--- src/rtl/ifetch_pkg.sv ---
// Shared constants and types for the instruction fetch unit.
package ifetch_pkg;

   localparam int HW_BITS    = 16;
   localparam int ILEN_BYTES = 2;
   localparam int WORD_BYTES = 4;

   localparam logic [31:0] DEFAULT_RESET_PC = 32'h0000_0000;

   typedef enum logic {
      ST_IDLE,
      ST_REQ
   } fetch_state_t;

   // Halfwords taken from one fetched word: the low half is skipped when
   // the fetch target sits in the upper half of the word.
   function automatic logic [1:0] halves_from_word(input logic skip_lo);
      return skip_lo ? 2'd1 : 2'd2;
   endfunction

endpackage

--- src/rtl/ifetch_if.sv ---
// Memory read port and decode-side instruction stream of the fetch unit.
interface ifetch_if
   import ifetch_pkg::*;
#(
   parameter int RV = 32
);

   logic                mem_req;
   logic [RV-1:0]       mem_addr;
   logic                mem_ack;
   logic [31:0]         mem_rdata;

   logic [HW_BITS-1:0]  ins;
   logic                idone;
   logic [RV-1:0]       ins_pc;
   logic                take;
   logic                redirect;
   logic [RV-1:0]       redirect_pc;

   // The fetch unit side.
   modport master (
      output mem_req, mem_addr, ins, idone, ins_pc,
      input  mem_ack, mem_rdata, take, redirect, redirect_pc
   );

   // Memory plus core side.
   modport slave (
      input  mem_req, mem_addr, ins, idone, ins_pc,
      output mem_ack, mem_rdata, take, redirect, redirect_pc
   );

endinterface

--- src/rtl/ifetch_queue.sv ---
// Circular halfword FIFO: up to two pushes and one pop per cycle, flushable.
// The caller guarantees that pushes never exceed the free space.
module ifetch_queue
   import ifetch_pkg::*;
#(
   parameter  int QDEPTH = 4,
   localparam int AW     = $clog2(QDEPTH),
   localparam int CW     = AW + 1
) (
   input  logic               clk,
   input  logic               reset,
   input  logic               flush,
   input  logic [1:0]         push_cnt,
   input  logic [HW_BITS-1:0] push_a,
   input  logic [HW_BITS-1:0] push_b,
   input  logic               pop,
   output logic [HW_BITS-1:0] head,
   output logic [CW-1:0]      count
);

   logic [HW_BITS-1:0] mem [QDEPTH];
   logic [AW-1:0]      rd_ptr;
   logic [AW-1:0]      wr_ptr;

   // Storage writes; push_a lands first, push_b at the following slot.
   always_ff @(posedge clk) begin
      if (!reset && !flush) begin
         if (push_cnt != 2'd0) mem[wr_ptr] <= push_a;
         if (push_cnt == 2'd2) mem[wr_ptr + AW'(1)] <= push_b;
      end
   end

   // Pointer and occupancy bookkeeping; flush empties the queue.
   always_ff @(posedge clk) begin
      if (reset || flush) begin
         rd_ptr <= '0;
         wr_ptr <= '0;
         count  <= '0;
      end else begin
         wr_ptr <= wr_ptr + AW'(push_cnt);
         if (pop) rd_ptr <= rd_ptr + AW'(1);
         count  <= count + CW'(push_cnt) - CW'(pop);
      end
   end

   assign head = mem[rd_ptr];

endmodule

--- src/rtl/ifetch.sv ---
// Instruction fetch unit: word reads from memory, split into halfword
// instructions, queued and presented one per cycle to decode.
//
//  state   | meaning
//  --------+-------------------------------------------------------------
//  ST_IDLE | no read outstanding; issue one when room for a full word
//  ST_REQ  | read outstanding, mem_req/mem_addr held until mem_ack;
//          | drop marks the response as stale (redirect happened)
module ifetch
   import ifetch_pkg::*;
#(
   parameter int            RV       = 32,
   parameter int            QDEPTH   = 4,
   parameter logic [RV-1:0] RESET_PC = RV'(DEFAULT_RESET_PC)
) (
   input  logic     clk,
   input  logic     reset,
   ifetch_if.master bus
);

   localparam int            CW        = $clog2(QDEPTH) + 1;
   localparam logic [RV-1:0] WORD_MASK = ~RV'(WORD_BYTES - 1);
   localparam logic [RV-1:0] HW_MASK   = ~RV'(ILEN_BYTES - 1);

   fetch_state_t       state;
   logic               req;
   logic [RV-1:0]      req_addr;
   logic               drop;
   logic               skip_lo;
   logic [RV-1:0]      pc;
   logic [RV-1:0]      faddr;

   logic [CW-1:0]      q_count;
   logic [HW_BITS-1:0] q_head;
   logic [1:0]         push_cnt;
   logic [HW_BITS-1:0] push_a;
   logic [HW_BITS-1:0] push_b;
   logic               pop;
   logic               idone;
   logic               room;

   assign idone = (q_count != '0);
   assign room  = (q_count <= CW'(QDEPTH - 2));

   // Queue push/pop decisions; a redirect suppresses both.
   always_comb begin
      push_cnt = 2'd0;
      push_a   = skip_lo ? bus.mem_rdata[31:16] : bus.mem_rdata[15:0];
      push_b   = bus.mem_rdata[31:16];
      pop      = idone && bus.take && !bus.redirect;
      if (state == ST_REQ && bus.mem_ack && !drop && !bus.redirect)
         push_cnt = halves_from_word(skip_lo);
   end

   // Request FSM with drop/skip_lo flags and the pc/faddr counters.
   always_ff @(posedge clk) begin
      if (reset) begin
         state    <= ST_IDLE;
         req      <= 1'b0;
         req_addr <= RESET_PC & WORD_MASK;
         drop     <= 1'b0;
         pc       <= RESET_PC;
         faddr    <= RESET_PC & WORD_MASK;
         skip_lo  <= RESET_PC[1];
      end else begin
         if (pop) pc <= pc + RV'(ILEN_BYTES);

         case (state)
            ST_IDLE: begin
               if (!bus.redirect && room) begin
                  state    <= ST_REQ;
                  req      <= 1'b1;
                  req_addr <= faddr;
               end
            end
            ST_REQ: begin
               if (bus.mem_ack) begin
                  state <= ST_IDLE;
                  req   <= 1'b0;
                  drop  <= 1'b0;
                  if (push_cnt != 2'd0) begin
                     faddr   <= faddr + RV'(WORD_BYTES);
                     skip_lo <= 1'b0;
                  end
               end else if (bus.redirect) begin
                  drop <= 1'b1;
               end
            end
            default: begin
               state <= ST_IDLE;
               req   <= 1'b0;
            end
         endcase

         // Redirect wins over the pc/faddr updates above.
         if (bus.redirect) begin
            pc      <= bus.redirect_pc & HW_MASK;
            faddr   <= bus.redirect_pc & WORD_MASK;
            skip_lo <= bus.redirect_pc[1];
         end
      end
   end

   ifetch_queue #(
      .QDEPTH (QDEPTH)
   ) u_queue (
      .clk      (clk),
      .reset    (reset),
      .flush    (bus.redirect),
      .push_cnt (push_cnt),
      .push_a   (push_a),
      .push_b   (push_b),
      .pop      (pop),
      .head     (q_head),
      .count    (q_count)
   );

   assign bus.mem_req  = req;
   assign bus.mem_addr = req_addr;
   assign bus.ins      = q_head;
   assign bus.idone    = idone;
   assign bus.ins_pc   = pc;

endmodule
--- src/flat_wrapper.sv ---
// flat-port wrapper written by rule: the top's interface ports become plain ports
module ifetch_flat import ifetch_pkg::*;
#(
   parameter int            RV       = 32,
   parameter int            QDEPTH   = 4,
   parameter logic [RV-1:0] RESET_PC = RV'(DEFAULT_RESET_PC)
)
  (clk, reset, bus_mem_req, bus_mem_addr, bus_ins, bus_idone, bus_ins_pc, bus_mem_ack, bus_mem_rdata, bus_take, bus_redirect, bus_redirect_pc);
  ifetch_if #(.RV(RV)) bus_i ();
  input  logic clk;
  input  logic reset;
  output wire logic [$bits(bus_i.mem_req)-1:0] bus_mem_req;
  output wire logic [$bits(bus_i.mem_addr)-1:0] bus_mem_addr;
  output wire logic [$bits(bus_i.ins)-1:0] bus_ins;
  output wire logic [$bits(bus_i.idone)-1:0] bus_idone;
  output wire logic [$bits(bus_i.ins_pc)-1:0] bus_ins_pc;
  input wire logic [$bits(bus_i.mem_ack)-1:0] bus_mem_ack;
  input wire logic [$bits(bus_i.mem_rdata)-1:0] bus_mem_rdata;
  input wire logic [$bits(bus_i.take)-1:0] bus_take;
  input wire logic [$bits(bus_i.redirect)-1:0] bus_redirect;
  input wire logic [$bits(bus_i.redirect_pc)-1:0] bus_redirect_pc;
  assign bus_mem_req = bus_i.mem_req;
  assign bus_mem_addr = bus_i.mem_addr;
  assign bus_ins = bus_i.ins;
  assign bus_idone = bus_i.idone;
  assign bus_ins_pc = bus_i.ins_pc;
  assign bus_i.mem_ack = bus_mem_ack;
  assign bus_i.mem_rdata = bus_mem_rdata;
  assign bus_i.take = bus_take;
  assign bus_i.redirect = bus_redirect;
  assign bus_i.redirect_pc = bus_redirect_pc;
  ifetch #(.RV(RV), .QDEPTH(QDEPTH), .RESET_PC(RESET_PC)) u_core (.clk(clk), .reset(reset), .bus(bus_i));
endmodule
--- config.mk ---
export PLATFORM = sky130hd
export DESIGN_NAME = ifetch_flat
export DESIGN_NICKNAME = d
export VERILOG_FILES = /design/src/rtl/ifetch_pkg.sv /design/src/rtl/ifetch_if.sv /design/src/rtl/ifetch_queue.sv /design/src/rtl/ifetch.sv /design/src/flat_wrapper.sv
export SDC_FILE = /design/constraint.sdc
export NUM_CORES = 1
export LEC_CHECK = 0
export CORE_MARGIN = 5
export CORE_UTILIZATION = 59
export CTS_BUF_LIST = sky130_fd_sc_hd__clkbuf_4
export DETAILED_ROUTE_END_ITERATION = 6
export GPL_TIMING_DRIVEN = 0
export PLACE_DENSITY = 0.87
export SETUP_SLACK_MARGIN = 0.5
export SLEW_MARGIN = 20
export SYNTH_ARGS = -nofsm -noshare
export SYNTH_HDL_FRONTEND = slang
export SYNTH_SLANG_ARGS = --single-unit
--- constraint.sdc ---
create_clock -name clk -period 7.7 [get_ports clk]
set_input_delay 1.54 -clock clk [delete_from_list [all_inputs] [get_ports clk]]
set_output_delay 1.54 -clock clk [all_outputs]
set_load 0.02 [all_outputs]
==> flow_metrics.env, run 1 <==
export IMPL_status="completed"
export IMPL_crit_path_top_delay_cell="clkdlybuf4s50_1"
export IMPL_crit_path_end_kind="primary output"
export IMPL_max_cap_violations=0
export IMPL_final_common_cell="clkdlybuf4s50_1"
export IMPL_synth_seq_cells=168
export IMPL_place_ws_ns=3.072
export IMPL_num_nets_final=1061
export IMPL_synthArstFlopShare=0
export IMPL_worstPathArrival_ns=2.95
export IMPL_synthToLayoutAreaGrowth_pct=23.67
export IMPL_fmaxAchievable_ghz=0.2228
export IMPL_path_max_fanout=10
export IMPL_io_pins=151
export IMPL_rsz0062_at_grt="false"
export IMPL_vias=7474
export IMPL_portBuffers=146
export IMPL_setup_slack_ns=3.212
export IMPL_fin_crit_sh=0.5828
export IMPL_reg2reg_slack_ns=5.18
export IMPL_drc=0
export IMPL_track_usage=0.2951
export IMPL_cp_cell_sequence="clkbuf_1 -> buf_2 -> mux4_2 -> clkdlybuf4s50_1"
export IMPL_max_slew_margin=0.4478
export IMPL_hp_class="flop to flop"
export IMPL_seqCellArea_sq_mm=0.004004
export IMPL_path_clk_slew_ns=0.15
export IMPL_dp_hpwl_um=18090
export IMPL_core_sq_mm=0.01399
export IMPL_reg2regPathDepth=9
export IMPL_clock_skew_ns=0.02573
export IMPL_netlist_instances=815
export IMPL_fillers=1000
export IMPL_worst_skew_pair_late_latency_ns=0.57
export IMPL_rows=43
export IMPL_fin_area_sq_mm=0.01047
export IMPL_die_area_sq_mm=0.01684
export IMPL_dp_cells=1146
export IMPL_wl_per_cell_um=20.75
export IMPL_antenna_found_initial=1
export IMPL_synth_area_per_cell_sq_um=10.38
export IMPL_tightest_slew_ns=0.8207
export IMPL_grt_max_degree=17
export IMPL_place_congestion=0.9460
export IMPL_layout_common_cells="146 x clkdlybuf4s50_1, 104 x dfxtp_1, 91 x nand2_1"
export IMPL_grt_pass1_wl_um=38370
export IMPL_final_max_slew_violation_count=0
export IMPL_root_buffer="clkbuf_4"
export IMPL_drt_wl_total_um=24460
export IMPL_drive_gt1_frac=0.1463
export IMPL_drt_iter0_markers=738
export IMPL_place_area_sq_mm=0.01020
export IMPL_cts_tree="built"
export IMPL_cts_resized=0
export IMPL_finalNonFillerCells=1179
export IMPL_r2r_end="u_core.u_queue.count[2]"
export IMPL_synth_area_sq_mm=0.008462
export IMPL_period_minus_slack_ns=4.488
export IMPL_initial_core_util=0.6049
export IMPL_first_pass_iters=5
export IMPL_grt_pass1_vias=7372
export IMPL_clock_path_buffers=2
export IMPL_viasPerCell=6.339
export IMPL_worstHoldPathCells=2
export IMPL_htree_levels=4
export IMPL_path_class="flop to primary output"
export IMPL_multi_input_area_sq_mm=0.004126
export IMPL_synth_edff_count=64
export IMPL_yosys_warnings=0
export IMPL_power_total_mw=1.766
export IMPL_start_kind="flop"
export IMPL_holdBufCountCts=0
export IMPL_antenna_left=0
export IMPL_max_stage_delay_ns=0.57
export IMPL_tns_ns=0
export IMPL_grt_overflow=0
export IMPL_reg2reg_from="u_core.u_queue.count[1]"
export IMPL_dieHeight_um=129.8
export IMPL_peakVddDrop_v=0.0001506
export IMPL_ys_seq_area_frac=0.4732
export IMPL_powerDensity_mw_per_mm2=168.7
export IMPL_critPathRequiredTime_ns=6.16
export IMPL_numClockSinks=168
export IMPL_p_leak_nw=3.486
export IMPL_fp_dieW_um=129.8
export IMPL_cts_buffers=17
export IMPL_hold_violations=0
export IMPL_ys_types=65
export IMPL_synthFlopType="dfxtp_1"
export IMPL_finalSetupViolations=0
export IMPL_hold_start="u_core.bus.mem_addr[28]"
export IMPL_hold_end="u_core.bus.mem_addr[28]"
export IMPL_cts_setup_buffers=0
critical path, delay by kind of cell, from the launching register on:
kind     cells  cell delay (ns)
buf+inv      3             1.47
mux          1             0.56
flops        1             0.33
power by group:
part	internal (mW)	switching (mW)
combinational	0.135	0.148
sequential	0.958	0.0390
clock	0.165	0.321
total	1.26	0.508
cells by family (layout without fill, tap and decap cells):
| group | after synthesis | in the layout | share of synthesized area |
|---|---|---|---|
| and+or+nand+nor | 280 | 280 | 0.1817 |
| AOI/OAI and AO/OA | 175 | 175 | 0.1425 |
| DFF | 168 | 168 | 0.4732 |
| buffers and inverters | 84 | 265 | 0.04244 |
| muxes | 80 | 80 | 0.1278 |
| xor gates and xnor gates | 20 | 20 | 0.02070 |
| adders and majority gates | 7 | 7 | 0.01124 |
| other | 1 | 4 | 0.0004432 |
per-stage QoR:
step	util	hold WS (ns)
floorplan	-	0.4459
global placement	0.7260	0.4405
detailed placement	0.7292	0.4481
CTS	0.7476	0.4667
global route	0.7481	0.4870
finish	0.7481	0.4655
area by class of cell:
class	count	share of cell area
Antenna cell	1	0.0002391
Buffer	63	0.02678
Clock buffer	18	0.01291
Clock inverter	14	0.01160
Inverter	21	0.007532
Multi-Input combinational cell	565	0.3943
Sequential cell	168	0.3826
Tap cell	180	0.02152
Timing Repair Buffer	149	0.1425
Yosys cell counts, types with 3 or more instances:
master | number | share of area
buf_4 | 6 | 0.0053
ha_1 | 6 | 0.0089
and2_1 | 12 | 0.0089
nor4_1 | 9 | 0.0067
a211oi_1 | 11 | 0.0098
nor4b_1 | 3 | 0.0031
xor2_1 | 8 | 0.0083
o21ai_0 | 9 | 0.0053
o31a_1 | 6 | 0.0062
nand3_1 | 20 | 0.012
nand2_1 | 91 | 0.040
or4_1 | 21 | 0.019
nor3_1 | 15 | 0.0089
o311ai_0 | 3 | 0.0031
or3_1 | 10 | 0.0074
nand4b_1 | 3 | 0.0031
a21boi_0 | 9 | 0.0080
a21oi_1 | 50 | 0.030
nor2b_1 | 7 | 0.0052
xnor2_1 | 12 | 0.012
o21bai_1 | 15 | 0.013
nand4_1 | 21 | 0.016
mux4_2 | 16 | 0.043
o221ai_1 | 3 | 0.0031
and4_1 | 20 | 0.021
buf_2 | 11 | 0.0065
and3_1 | 12 | 0.0089
inv_1 | 20 | 0.0089
o31ai_1 | 19 | 0.017
nor2_1 | 23 | 0.010
buf_1 | 5 | 0.0022
a311oi_1 | 8 | 0.0083
dfxtp_1 | 104 | 0.25
clkbuf_1 | 40 | 0.018
a31oi_1 | 27 | 0.020
edfxtp_1 | 64 | 0.23
mux2_2 | 64 | 0.085
worst max-delay path by stage:
stage,start,to,slack (ns),cells after the start
2_1_floorplan,reset,u_core.u_queue.mem[1][0],4.07,4
3_3_place_gp,reset,u_core.u_queue.mem[1][7],2.61,5
3_5_place_dp,bus_redirect,u_core.u_queue.count[2],3.07,12
4_1_cts,flop,bus_ins[14],3.14,4
5_1_grt,flop,bus_ins[6],2.98,4
6_report,flop,bus_ins[14],3.21,4
per-layer routing:
metal / track usage / share of wire
met1: 0.3732 / 0.39
met2: 0.4923 / 0.50
met3: 0.06631 / 0.083
met4: 0.1222 / 0.033
met5: 0 / 0
sequential cells by signal, summed over array words and instances, names as in the netlist, named ones only:
name and flops:
u_core.u_queue.mem 64, u_core.u_queue.wr_ptr 2, u_core.skip_lo 1, u_core.bus.mem_req 1, u_core.state 1, u_core.drop 1
u_core.u_queue.rd_ptr 2, u_core.bus.ins_pc 31, u_core.bus.mem_addr 30, u_core.u_queue.count 3, u_core.faddr 30
Note: power is estimated with default switching activity, not from simulation.
==> inputs of run 2 (changes only) <==
Settings changed: CORE_UTILIZATION 59 to 50, PLACE_DENSITY 0.87 to 0.78.
Clock period 7.7 ns to 4 ns, I/O delays scaled along.
==> run 2 against run 1 <==
Against the previous run:
- sequential cell count unchanged
- via count down 2.2%
- global-route usage down 5.3 points
- count of clock-buffer cells in the layout unchanged
- critical path type is now primary input to flop
- largest power group unchanged
==> flow_metrics.env, run 2 (synthesis results as in run 1) <==
export IMPL_grt_overflow=0
export IMPL_status="completed"
export IMPL_hold_start="u_core.bus.mem_addr[2]"
export IMPL_rows=47
export IMPL_powerDensity_mw_per_mm2=322.5
export IMPL_fin_crit_sh=0.8417
export IMPL_path_clk_slew_ns=0.13
export IMPL_die_area_sq_mm=0.01963
export IMPL_tightest_slew_ns=1.102
export IMPL_drc=0
export IMPL_dp_hpwl_um=17770
export IMPL_final_common_cell="clkdlybuf4s50_1"
export IMPL_seqCellArea_sq_mm=0.004004
export IMPL_wl_per_cell_um=19.72
export IMPL_clock_skew_ns=0.01788
export IMPL_hp_class="flop to flop"
export IMPL_clockPowerShare=0.275
export IMPL_grt_pass1_vias=7133
export IMPL_rsz0062_at_grt="false"
export IMPL_peakVddDrop_v=0.0002113
export IMPL_reg2reg_from="u_core.u_queue.count[1]"
export IMPL_antenna_left=0
export IMPL_dieHeight_um=140.1
export IMPL_portBuffers=146
export IMPL_cts_tree="built"
export IMPL_setup_slack_ns=0.6330
export IMPL_max_cap_violations=0
export IMPL_worstPathArrival_ns=3.82
export IMPL_drive_gt1_frac=0.1453
export IMPL_finalNonFillerCells=1219
export IMPL_clock_path_buffers=2
export IMPL_grtUsageMet1=0.3146
export IMPL_holdBufCountCts=0
export IMPL_grt_pass1_wl_um=38180
export IMPL_io_pins=151
export IMPL_place_ws_ns=0.09232
export IMPL_use_met2=0.3960
export IMPL_critPathRequiredTime_ns=4.45
export IMPL_worst_skew_pair_late_latency_ns=0.58
export IMPL_track_usage=0.2426
export IMPL_drt_wl_total_um=24030
export IMPL_power_frac_seq=0.564
export IMPL_hold_violations=0
export IMPL_startpoint="bus_redirect"
export IMPL_root_buffer="clkbuf_4"
export IMPL_synthToLayoutAreaGrowth_pct=24.35
export IMPL_htree_levels=4
export IMPL_start_kind="primary input"
export IMPL_finalSetupViolations=0
export IMPL_initial_core_util=0.5103
export IMPL_first_pass_iters=7
export IMPL_cts_buffers=17
export IMPL_viasPerCell=5.996
export IMPL_final_max_slew_violation_count=0
export IMPL_p_sw_frac=0.2867
export IMPL_gr_usage_met3=0.04874
export IMPL_fmaxAchievable_ghz=0.2970
export IMPL_vias=7309
export IMPL_whs_ns=0.4610
export IMPL_grt_busiest_layer="met2"
export IMPL_multi_input_area_sq_mm=0.004121
export IMPL_layout_common_cells="146 x clkdlybuf4s50_1, 104 x dfxtp_1, 91 x nand2_1"
export IMPL_place_congestion=0.9185
export IMPL_numClockSinks=168
export IMPL_p_switching_uw=972.8
export IMPL_fillers=1339
export IMPL_p_leak_nw=3.486
export IMPL_period_minus_slack_ns=3.367
export IMPL_worstHoldPathCells=2
export IMPL_core_sq_mm=0.01658
export IMPL_largest_register="u_core.u_queue.mem"
export IMPL_reg2regPathDepth=9
export IMPL_largest_reg_flops=64
export IMPL_path_class="primary input to flop"
export IMPL_drt_iter0_markers=683
export IMPL_grt_max_degree=17
export IMPL_antenna_found_initial=1
export IMPL_p_int_mw=2.421
export IMPL_max_slew_margin=0.2594
export IMPL_path_max_fanout=10
export IMPL_dp_cells=1186
export IMPL_pwr_share_comb=0.161
export IMPL_fp_dieW_um=140.1
export IMPL_num_nets_final=1061
export IMPL_crit_path_end_kind="flop"
[run 2: worst paths after layout]
path	to	slack [ns]
setup / recovery	u_core.u_queue.count[2]	0.63
hold / removal	u_core.bus.mem_addr[2]	0.46
setup reg to reg	u_core.u_queue.count[2]	1.15
hold reg to reg	u_core.bus.mem_addr[2]	0.46
[run 2: timing repair]
action | CTS | global route
endpoints found under the setup margin | 10 | 4
hold endpoints to repair | 0 | 0
setup buffers | 0 | 0
resized for setup | 3 | 1
[run 2: final cells by class]
cell class              count  area share
flip-flops and latches    168      0.3805
well taps                 220     0.02616
inverters                  21    0.007491
clock buffers              18     0.01284
plain buffers              63     0.02747
clock inverters            14     0.01189
diodes                      1   0.0002378
repair buffers            149      0.1417
multi-input cells         565      0.3917
[run 2: metrics by stage]
| step | setup TNS [ns] | power (mW) | utilization | area, sq um |
|---|---|---|---|---|
| 6_report | 0 | 3.394 | 0.6345 | 10520 |
| 5_1_grt | 0 | 3.532 | 0.6345 | 10520 |
| 4_1_cts | 0 | 3.401 | 0.6341 | 10520 |
| 3_5_place_dp | 0 | 2.491 | 0.6182 | 10250 |
| 3_3_place_gp | -6.714 | 2.477 | 0.6154 | 10210 |
| 2_1_floorplan | 0 | 2.230 | - | 8469 |
[run 2: per-layer routing]
metal,share of wire,vias to the layer above,wire (um)
met5,0,-,0
met4,0.033,0,792
met3,0.070,50,1686
met2,0.48,332,11590
met1,0.41,3478,9964
li1,-,3449,-
[run 2: power by group through the flow]
stage          clock, mW  sequential (mW)  combinational [mW]
3_3_place_gp           0             1.95               0.529
6_report           0.933             1.92               0.545
4_1_cts            0.945             1.91               0.544
5_1_grt             1.02             1.93               0.584
3_5_place_dp           0             1.95               0.541
2_1_floorplan          0             1.98               0.255
[run 2: critical path: stages]
cell             delay (ns)
clkdlybuf4s50_1        0.65
buf_2                  0.33
clkinv_1               0.31
clkbuf_1               0.40
nand3_1                0.23
ha_1                   0.25
inv_1                  0.06
ha_1                   0.13
inv_1                  0.05
fa_1                   0.38
xnor2_1                0.17
nor2_1                 0.05
==> inputs of run 3 (changes only) <==
Settings changed: CORE_UTILIZATION 50 to 55, PLACE_DENSITY 0.78 to 0.82.
Clock period 4 ns to 3.4 ns, I/O delays scaled along.
==> run 3 against run 2 <==
Against the previous run:
- hold slack better by 0.0019 ns
- count of clock-buffer cells in the layout down 1
- wire length up 0.71%
- largest power group unchanged
- largest cell class unchanged
- critical endpoint unchanged
- worst setup slack worse by 0.070 ns
==> flow_metrics.env, run 3 (synthesis results as in run 1) <==
export IMPL_worst_skew_pair_late_latency_ns=0.62
export IMPL_startpoint="bus_redirect"
export IMPL_path_max_fanout=10
export IMPL_grt_pass1_wl_um=38340
export IMPL_place_congestion=0.9570
export IMPL_fmaxAchievable_ghz=0.3525
export IMPL_max_slew_margin=0.3011
export IMPL_largest_register="u_core.u_queue.mem"
export IMPL_grt_overflow=0
export IMPL_track_usage=0.2701
export IMPL_dp_cells=1155
export IMPL_powerDensity_mw_per_mm2=394.9
export IMPL_worst_path_buf_inv=6
export IMPL_cp_cell_sequence="clkdlybuf4s50_1 -> clkbuf_4 -> clkinvlp_4 -> clkbuf_4 -> nand3_1 -> ha_1 -> inv_1 -> ha_1 -> inv_1 -> fa_1 -> xnor2_1 -> nor2_1"
export IMPL_critPathCapture="u_core.u_queue.count[2]"
export IMPL_final_max_slew_violation_count=0
export IMPL_fillers=1151
export IMPL_root_buffer="clkbuf_4"
export IMPL_crit_path_top_delay_cell="clkdlybuf4s50_1"
export IMPL_cts_buffers=17
export IMPL_r2r_end="u_core.u_queue.count[2]"
export IMPL_rows=45
export IMPL_worstPathArrival_ns=3.32
export IMPL_start_kind="primary input"
export IMPL_num_nets_final=1062
export IMPL_antenna_left=0
export IMPL_core_sq_mm=0.01515
export IMPL_antenna_found_initial=0
export IMPL_drt_wl_total_um=24200
export IMPL_cts_tree="built"
export IMPL_reg2regPathDepth=9
export IMPL_path_clk_slew_ns=0.14
export IMPL_grt_max_degree=18
export IMPL_cts_setup_buffers=0
export IMPL_max_stage_delay_ns=0.64
export IMPL_path_class="primary input to flop"
export IMPL_crit_path_end_kind="flop"
export IMPL_cp_top_family="buffers and inverters"
export IMPL_hp_class="flop to flop"
export IMPL_drt_iter0_markers=688
export IMPL_first_pass_iters=5
export IMPL_rsz0062_at_grt="true"
export IMPL_status="completed"
export IMPL_tightest_slew_ns=1.046
export IMPL_io_pins=151
export IMPL_period_minus_slack_ns=2.837
export IMPL_final_common_cell="clkdlybuf4s50_1"
export IMPL_holdBufCountCts=0
export IMPL_dp_hpwl_um=17810
export IMPL_numClockSinks=168
export IMPL_clock_path_buffers=2
export IMPL_dieHeight_um=134.0
export IMPL_drive_gt1_frac=0.1622
export IMPL_hold_start="u_core.bus.mem_addr[10]"
export IMPL_setup_slack_ns=0.5633
export IMPL_viasPerCell=6.321
export IMPL_cp_depth=12
export IMPL_initial_core_util=0.5587
export IMPL_wl_per_cell_um=20.37
export IMPL_portBuffers=146
export IMPL_place_ws_ns=-0.3154
export IMPL_die_area_sq_mm=0.01797
export IMPL_finalSetupViolations=0
export IMPL_synthToLayoutAreaGrowth_pct=24.49
export IMPL_grt_pass1_vias=7349
export IMPL_vias=7509
export IMPL_fin_crit_sh=0.8343
export IMPL_hold_violations=0
export IMPL_critPathRequiredTime_ns=3.89
export IMPL_peakVddDrop_v=0.0002398
export IMPL_clock_skew_ns=0.03652
export IMPL_reg2reg_slack_ns=0.87
export IMPL_drc=0
export IMPL_largest_reg_flops=64
export IMPL_fp_dieW_um=134.0
export IMPL_reg2reg_from="u_core.u_queue.count[1]"
export IMPL_layout_common_cells="130 x clkdlybuf4s50_1, 104 x dfxtp_1, 91 x nand2_1"
export IMPL_htree_levels=4
export IMPL_p_leak_nw=3.583
export IMPL_finalNonFillerCells=1188
export IMPL_max_cap_violations=0
[run 3: cell types whose count changed in the layout (fill, tap and decap cells not counted), sizes merged, moves of 3 or more]
cell           change
clkdlybuf4s50     -16
clkbuf            +10
inv                +5
dlymetal6s2s       +4
clkinv             -3
[run 3: timing repair]
item	in CTS	in global routing
pin swaps	0	0
gates resized for setup	25	26
setup endpoints to repair	18	16
[run 3: final cells by class]
class	count	area [sq um]	share of cell area
Timing Repair Buffer	150	1461	0.1387
Multi-Input combinational cell	565	4121	0.3913
Antenna cell	1	2.502	0.0002376
Inverter	21	82.58	0.007839
Tap cell	188	235.2	0.02233
Sequential cell	168	4004	0.3801
Clock buffer	17	127.6	0.01212
Buffer	63	319.1	0.03029
Clock inverter	15	180.2	0.01710
[run 3: worst register-to-register path, cell delays in order, from the launching register on]
cell,delay [ns]
dfxtp_1,0.44
o31ai_2,0.67
nor2_1,0.16
ha_1,0.32
inv_1,0.05
ha_1,0.12
inv_1,0.05
fa_1,0.38
xnor2_1,0.18
nor2_1,0.05
[run 3: routing by layer]
layer  global-route usage  wire length, um  up-vias
met2               0.4450            11560      392
li1                     -                -     3447
met3              0.05851             1744       87
met4               0.1171             1073        0
met1               0.3453             9822     3583
met5                    0                0        -
[run 3: how the worst min path moves through the flow]
stage / end / slack [ns] / cells after the start
after floorplan: u_core.bus.mem_addr[14] / 0.45 / 2
after global placement: u_core.bus.mem_addr[29] / 0.44 / 2
after detailed placement: u_core.bus.mem_addr[10] / 0.45 / 2
after CTS: u_core.bus.mem_addr[10] / 0.47 / 2
after global routing: u_core.bus.mem_addr[10] / 0.49 / 2
final: u_core.bus.mem_addr[10] / 0.46 / 2
[run 3: through the flow]
stage | TNS (ns) | utilization | hold WS [ns] | area [sq um] | total power, mW
global placement | -15.01 | 0.6712 | 0.4432 | 10170 | 2.910
CTS | 0 | 0.6960 | 0.4666 | 10540 | 4.156
detailed placement | -0.5489 | 0.6743 | 0.4478 | 10210 | 2.927
finish | 0 | 0.6955 | 0.4629 | 10530 | 4.160
floorplan | 0 | - | 0.4459 | 8469 | 2.623
global route | 0 | 0.6953 | 0.4889 | 10530 | 4.318
[run 3: where the power goes]
group	leakage, nW	switching [mW]	internal, mW
combinational	1.99	0.335	0.305
clock	0.163	0.796	0.469
sequential	1.43	0.0866	2.17
total	3.58	1.22	2.94
